### src/rtl/ps2_host_tx.sv
// ps2_host_tx
// PS/2 host-to-device transmitter. Sends one command byte to the device over the
// open-drain PS/2 clock/data pair. Lines are only ever pulled low (o_*_oe = 1);
// the pads tri-state otherwise.
//
// Ports
//   i_clk            system clock
//   i_rst            asynchronous reset, active high
//   i_tx_data[7:0]   command byte, sampled when the request is accepted
//   i_tx_valid       request; accepted when i_tx_valid & o_tx_ready
//   o_tx_ready       high only while idle
//   o_tx_done        1-cycle pulse: byte sent and device ACK seen
//   o_tx_err         1-cycle pulse: NACK, or watchdog expiry when enabled
//   i_ps2_clk_in     raw PS/2 clock line (asynchronous)
//   i_ps2_data_in    raw PS/2 data line (asynchronous)
//   o_ps2_clk_oe     1 = pull PS/2 clock low
//   o_ps2_data_oe    1 = pull PS/2 data low
//
// Build option
//   PS2_TX_TIMEOUT_EN  when defined, a watchdog aborts a frame that has not finished
//                      within TIMEOUT_CYC cycles after the inhibit phase. Without it a
//                      silent device leaves the transmitter waiting in XFER.
//
// States
//   IDLE     | lines released, ready for a byte
//   INHIBIT  | clock held low for the inhibit time
//   START    | clock still low, data low (start bit), one cycle
//   XFER     | device clocks; next bit driven after each falling edge
//   ACK      | waiting for fall 11 to sample the device ACK
//   WAITIDLE | waiting for both lines high before reporting done

module ps2_host_tx #(
    parameter int CLK_FREQ_HZ = 100_000_000,
    parameter int INHIBIT_US  = 120,
    parameter int TIMEOUT_CYC = 2_000_000
) (
    input  logic       i_clk,
    input  logic       i_rst,
    input  logic [7:0] i_tx_data,
    input  logic       i_tx_valid,
    output logic       o_tx_ready,
    output logic       o_tx_done,
    output logic       o_tx_err,
    input  logic       i_ps2_clk_in,
    input  logic       i_ps2_data_in,
    output logic       o_ps2_clk_oe,
    output logic       o_ps2_data_oe
);

    localparam int INHIBIT_CYC = CLK_FREQ_HZ / 1_000_000 * INHIBIT_US;
    localparam int CNT_W       = $clog2(INHIBIT_CYC + 1);

    typedef enum logic [2:0] {
        S_IDLE, S_INHIBIT, S_START, S_XFER, S_ACK, S_WAITIDLE
    } state_t;

    state_t           r_state, w_state_nxt;
    logic [1:0]       r_clk_sync, r_data_sync;
    logic             r_clk_prev;
    logic             w_clk_s, w_data_s, w_fall;
    logic [CNT_W-1:0] r_cnt, w_cnt_nxt;
    logic [3:0]       r_bitcnt, w_bitcnt_nxt;
    logic [9:0]       r_shift, w_shift_nxt;
    logic             r_clk_oe, w_clk_oe_nxt;
    logic             r_data_oe, w_data_oe_nxt;
    logic             r_done, w_done_nxt;
    logic             r_err, w_err_nxt;
    logic             w_wd_expired;

    // Lines idle high, so the synchronizers reset to 1 to avoid a false fall.
    always_ff @(posedge i_clk or posedge i_rst) begin
        if (i_rst) begin
            r_clk_sync  <= 2'b11;
            r_data_sync <= 2'b11;
            r_clk_prev  <= 1'b1;
        end else begin
            r_clk_sync  <= {r_clk_sync[0], i_ps2_clk_in};
            r_data_sync <= {r_data_sync[0], i_ps2_data_in};
            r_clk_prev  <= r_clk_sync[1];
        end
    end

    assign w_clk_s  = r_clk_sync[1];
    assign w_data_s = r_data_sync[1];
    assign w_fall   = r_clk_prev & ~w_clk_s;

`ifdef PS2_TX_TIMEOUT_EN
    localparam int WD_W = $clog2(TIMEOUT_CYC + 1);
    logic [WD_W-1:0] r_wdog;

    // Saturates at the limit; cleared on the next accepted byte.
    always_ff @(posedge i_clk or posedge i_rst) begin
        if (i_rst) begin
            r_wdog <= '0;
        end else if (r_state == S_IDLE && i_tx_valid) begin
            r_wdog <= '0;
        end else if (r_state != S_IDLE && r_state != S_INHIBIT &&
                     r_wdog != WD_W'(TIMEOUT_CYC)) begin
            r_wdog <= r_wdog + WD_W'(1);
        end
    end

    assign w_wd_expired = (r_wdog == WD_W'(TIMEOUT_CYC));
`else
    // Watchdog compiled out; the compare is constant false.
    assign w_wd_expired = (TIMEOUT_CYC < 0);
`endif

    always_ff @(posedge i_clk or posedge i_rst) begin
        if (i_rst) begin
            r_state   <= S_IDLE;
            r_cnt     <= '0;
            r_bitcnt  <= '0;
            r_shift   <= '0;
            r_clk_oe  <= 1'b0;
            r_data_oe <= 1'b0;
            r_done    <= 1'b0;
            r_err     <= 1'b0;
        end else begin
            r_state   <= w_state_nxt;
            r_cnt     <= w_cnt_nxt;
            r_bitcnt  <= w_bitcnt_nxt;
            r_shift   <= w_shift_nxt;
            r_clk_oe  <= w_clk_oe_nxt;
            r_data_oe <= w_data_oe_nxt;
            r_done    <= w_done_nxt;
            r_err     <= w_err_nxt;
        end
    end

    always_comb begin
        w_state_nxt   = r_state;
        w_cnt_nxt     = r_cnt;
        w_bitcnt_nxt  = r_bitcnt;
        w_shift_nxt   = r_shift;
        w_clk_oe_nxt  = r_clk_oe;
        w_data_oe_nxt = r_data_oe;
        w_done_nxt    = 1'b0;
        w_err_nxt     = 1'b0;
        case (r_state)
            S_IDLE: begin
                w_clk_oe_nxt  = 1'b0;
                w_data_oe_nxt = 1'b0;
                w_bitcnt_nxt  = '0;
                if (i_tx_valid) begin
                    w_shift_nxt  = {1'b1, ~^i_tx_data, i_tx_data};
                    w_cnt_nxt    = CNT_W'(INHIBIT_CYC - 1);
                    w_clk_oe_nxt = 1'b1;
                    w_state_nxt  = S_INHIBIT;
                end
            end
            S_INHIBIT: begin
                if (r_cnt == '0) begin
                    w_data_oe_nxt = 1'b1;
                    w_state_nxt   = S_START;
                end else begin
                    w_cnt_nxt = r_cnt - CNT_W'(1);
                end
            end
            S_START: begin
                w_clk_oe_nxt = 1'b0;
                w_state_nxt  = S_XFER;
            end
            S_XFER: begin
                // Stop bit in r_shift[9] is 1, so bit 9 releases the data line.
                if (w_fall) begin
                    w_data_oe_nxt = ~r_shift[r_bitcnt];
                    w_bitcnt_nxt  = r_bitcnt + 4'd1;
                    if (r_bitcnt == 4'd9) begin
                        w_state_nxt = S_ACK;
                    end
                end
            end
            S_ACK: begin
                if (w_fall) begin
                    if (w_data_s) begin
                        w_err_nxt   = 1'b1;
                        w_state_nxt = S_IDLE;
                    end else begin
                        w_state_nxt = S_WAITIDLE;
                    end
                end
            end
            S_WAITIDLE: begin
                if (w_clk_s && w_data_s) begin
                    w_done_nxt  = 1'b1;
                    w_state_nxt = S_IDLE;
                end
            end
            default: w_state_nxt = S_IDLE;
        endcase

        if (w_wd_expired &&
            (r_state == S_XFER || r_state == S_ACK || r_state == S_WAITIDLE)) begin
            w_state_nxt   = S_IDLE;
            w_clk_oe_nxt  = 1'b0;
            w_data_oe_nxt = 1'b0;
            w_done_nxt    = 1'b0;
            w_err_nxt     = 1'b1;
        end
    end

    assign o_tx_ready    = (r_state == S_IDLE);
    assign o_tx_done     = r_done;
    assign o_tx_err      = r_err;
    assign o_ps2_clk_oe  = r_clk_oe;
    assign o_ps2_data_oe = r_data_oe;

endmodule
### config.mk
export PLATFORM = sky130hd
export DESIGN_NAME = ps2_host_tx
export DESIGN_NICKNAME = d
export VERILOG_FILES = /design/src/rtl/ps2_host_tx.sv
export SDC_FILE = /design/constraint.sdc
export NUM_CORES = 1
export LEC_CHECK = 0
export CAP_MARGIN = 20
export CORE_ASPECT_RATIO = 0.75
export CORE_MARGIN = 2
export CORE_UTILIZATION = 30
export CTS_BUF_LIST = sky130_fd_sc_hd__clkbuf_4
export DETAILED_ROUTE_END_ITERATION = 6
export HOLD_SLACK_MARGIN = 0.1
export PLACE_DENSITY_LB_ADDON = 0.25
export SETUP_SLACK_MARGIN = 0.2
export SYNTH_ARGS = -nofsm -noshare
export SYNTH_HDL_FRONTEND = slang
export SYNTH_SLANG_ARGS = --single-unit
### constraint.sdc
create_clock -name i_clk -period 2.5 [get_ports i_clk]
set_input_delay 0.25 -clock i_clk [delete_from_list [all_inputs] [get_ports i_clk]]
set_output_delay 0.25 -clock i_clk [all_outputs]
set_load 0.005 [all_outputs]
==> metrics.yaml <==
outcome:
  outcome: "complete, no violations"
synthesis:
  yosys_most_used_dff: "dfrtp_1"
  syn-instance-count: 217
  ys_warn_count: 0
  syn_avg_cell_area_um2: 9.779
  synth.net_count: 233
  ys_async_sr_fraction: 1.000
  synth_top_family_by_area: "simple AND/OR/NAND/NOR gates"
  ys_ff_latch: 40
  synth_edf_count: 0
  synthMuxAreaShare: 0.03066
  yosys.area_share.simple: 0.2388
  synth.distinct_cells: 52
  ys_seq_area_frac: 0.4746
  synth-xor-area-share: 0.02889
  syn_area_mm2: 0.002122
  synth-adder-area-share: 0.01769
  synth_compound_area_frac: 0.1710
pwr:
  p_per_area_mw_per_mm2: 881.8
  totalPowerFinal_mw: 2.220
  power.switching_uw: 807.8
  pwr-share-comb: 0.382
  vdd.ir_drop.worst_mv: 0.4043
  swShare: 0.3639
  internal-power_mw: 1.412
  p_seq_frac: 0.426
  p_clk_frac: 0.192
  leakage_nw: 0.9967
detailed_routing:
  wl_mm: 4.656
  wl_per_cell_um: 14.46
  ant_nets: 0
  drtIter0Drc: 94
  vias: 1706
  firstDrtPassIters: 4
  remaining_drc_errors: 0
  vias_per_cell: 5.298
critical_path:
  reg2reg_depth: 7
  critPathKind: "flop to flop"
  worstSetupStartpoint: "r_cnt[0]$_DFFE_PP0P_"
  worstPathRequired_ps: 2740
  r2r-start: "r_cnt[0]$_DFFE_PP0P_"
  r2r_end: "r_state[0]$_DFFE_PP0P_"
  critical_path_arrival_ps: 2430
  reg2reg_setup_slack_ps: 310
  path_max_fanout: 7
  cp-start-kind: "flop"
  cp-end-kind: "flop"
timing:
  max_freq_mhz: 456.8
  rsz0062_at_grt: "false"
  post-route-period-util: 0.8756
  fin_worst_skew_ps: 11.24
  setup_tns_ps: 0
  setup_viol: 0
  slew-limit-headroom: 0.5310
  slew_violations: 0
  worstMarginPinSlew_ps: 703.6
  finalCriticalPeriod_ps: 2189
  hold_violations: 0
floorplanning:
  die_h_um: 76.84
  core_area_mm2: 0.006832
  die_x_um: 101.1
  rows: 26
  ios: 18
  dieArea_mm2: 0.007769
  start_util: 0.3106
clock_network:
  tritoncts: "done"
  numCtsBuffers: 5
  cts_buffer_depth: 2
  holdBufCountCts: 0
  ctsHtreeMaxLevel: 2
  clk_pin_slew_ps: 120
  cts_setup_buffers: 0
  cts-root-buf: "clkbuf_4"
  cts_sinks: 40
  cts_resized: 1
  clock_latency_ps: 350
worst_hold_path:
  min_from: "i_ps2_clk_in"
  hold_path.class: "input port to flop"
  whs_path_depth: 1
  hold_end: "r_clk_sync[0]$_DFF_PP1_"
global_route:
  grt-ovfl-total: 0
  grt_pass1_wl_mm: 8.328
  antenna_found_initial: 0
  grt_usage: 0.1348
  first_global_vias: 1701
  grt_start_max_net_pins: 41
final_layout:
  mostFrequentLayoutCells: "dfrtp_1, nand2_1, clkdlybuf4s50_1, o21ai_0, buf_4"
  n_antenna_cell: 0
  drive_gt1_frac: 0.1765
  nets: 253
  final_common_cell: "dfrtp_1"
  fillCellCount: 697
  syn_to_final_growth_pct: 18.63
place:
  port_buffers: 17
  gp_congestion: 0.8014
  hpwlAfterDp_mm: 3.290
flow_run:
  cap_viol_max_count: 0
-- worst max path at each step --
stage	end	slack [ps]	cells after the start
after floorplan	o_ps2_data_oe$_DFFE_PP0P_	230	7
after global placement	o_ps2_data_oe$_DFFE_PP0P_	230	4
after detailed placement	o_ps2_data_oe$_DFFE_PP0P_	200	4
after CTS	o_ps2_data_oe$_DFFE_PP0P_	260	4
after global routing	r_state[0]$_DFFE_PP0P_	210	7
final	r_state[0]$_DFFE_PP0P_	310	7
-- worst max-delay path: stages, from the launching register on --
cell	delay (ps)
dfrtp_1	440
inv_1	70
ha_1	150
or4b_1	470
buf_4	170
nor4_2	280
nor2_2	140
o32a_1	360
-- layer usage --
| metal | track usage | routed length (µm) | part of all wire |
|---|---|---|---|
| met5 | 0 | 0 | 0 |
| met4 | 0.03243 | 25 | 0.0054 |
| met3 | 0.04102 | 179 | 0.038 |
| met2 | 0.1940 | 2086 | 0.45 |
| met1 | 0.1967 | 2365 | 0.51 |
-- cells in the mapped netlist (all sizes together), types with 4 or more instances --
| library cell | number | area, µm² |
|---|---|---|
| and3 | 4 | 25.02 |
| or4 | 8 | 60.06 |
| nor2 | 5 | 18.77 |
| clkbuf | 12 | 45.04 |
| o31ai | 5 | 37.54 |
| xnor2 | 6 | 52.55 |
| inv | 7 | 26.28 |
| a21oi | 8 | 40.04 |
| nand3 | 8 | 40.04 |
| dfstp | 5 | 131.4 |
| o21ai | 10 | 50.05 |
| a31oi | 5 | 31.28 |
| dfrtp | 35 | 875.8 |
| nor3 | 9 | 45.04 |
| nand2 | 32 | 120.1 |
-- sequential cells by signal (all words and copies together), names as in the netlist --
signal,flops
r_cnt,14
r_clk_prev,1
o_tx_done,1
o_ps2_data_oe,1
r_shift,10
r_data_sync,2
r_bitcnt,4
r_state,3
o_ps2_clk_oe,1
o_tx_err,1
r_clk_sync,2
-- cell type report --
cell class / count / area (µm²) / share of cell area
clock inverter: 3 / 37.54 / 0.01491
multi-input combinational: 156 / 1059 / 0.4205
sequential: 40 / 1007 / 0.4001
timing repair buffer: 27 / 245.2 / 0.09742
inverter: 7 / 26.28 / 0.01044
tap: 84 / 105.1 / 0.04175
clock buffer: 5 / 37.54 / 0.01491
-- cell families (layout without fill, tap and decap cells) --
group / after synthesis / after routing
adders and majority gates: 3 / 3
buffers and inverters: 21 / 42
muxes: 4 / 4
AOI/OAI and AO/OA: 51 / 51
DFF: 40 / 40
xor gates and xnor gates: 7 / 7
and+or+nand+nor: 91 / 91
-- power by group through the flow --
stage	clock network, mW	registers [mW]	logic (mW)
6_report	0.426	0.945	0.849
3_5_place_dp	0	0.957	0.842
3_3_place_gp	0	0.954	0.833
2_1_floorplan	0	0.909	0.607
4_1_cts	0.441	0.943	0.848
5_1_grt	0.469	0.968	0.958
-- through the flow --
step | setup WS (ps) | instances | area, µm² | util | hold slack (ps)
5_1_grt | 205.3 | 322 | 2517 | 0.3685 | 270.5
6_report | 311.0 | 322 | 2517 | 0.3685 | 286.7
3_5_place_dp | 200.8 | 314 | 2417 | 0.3538 | 346.8
3_3_place_gp | 230.6 | 314 | 2417 | 0.3538 | 346.2
2_1_floorplan | 229.4 | 217 | 2122 | - | 254.5
4_1_cts | 260.1 | 322 | 2496 | 0.3654 | 271.5
Note: power is estimated with default switching activity, not from simulation.
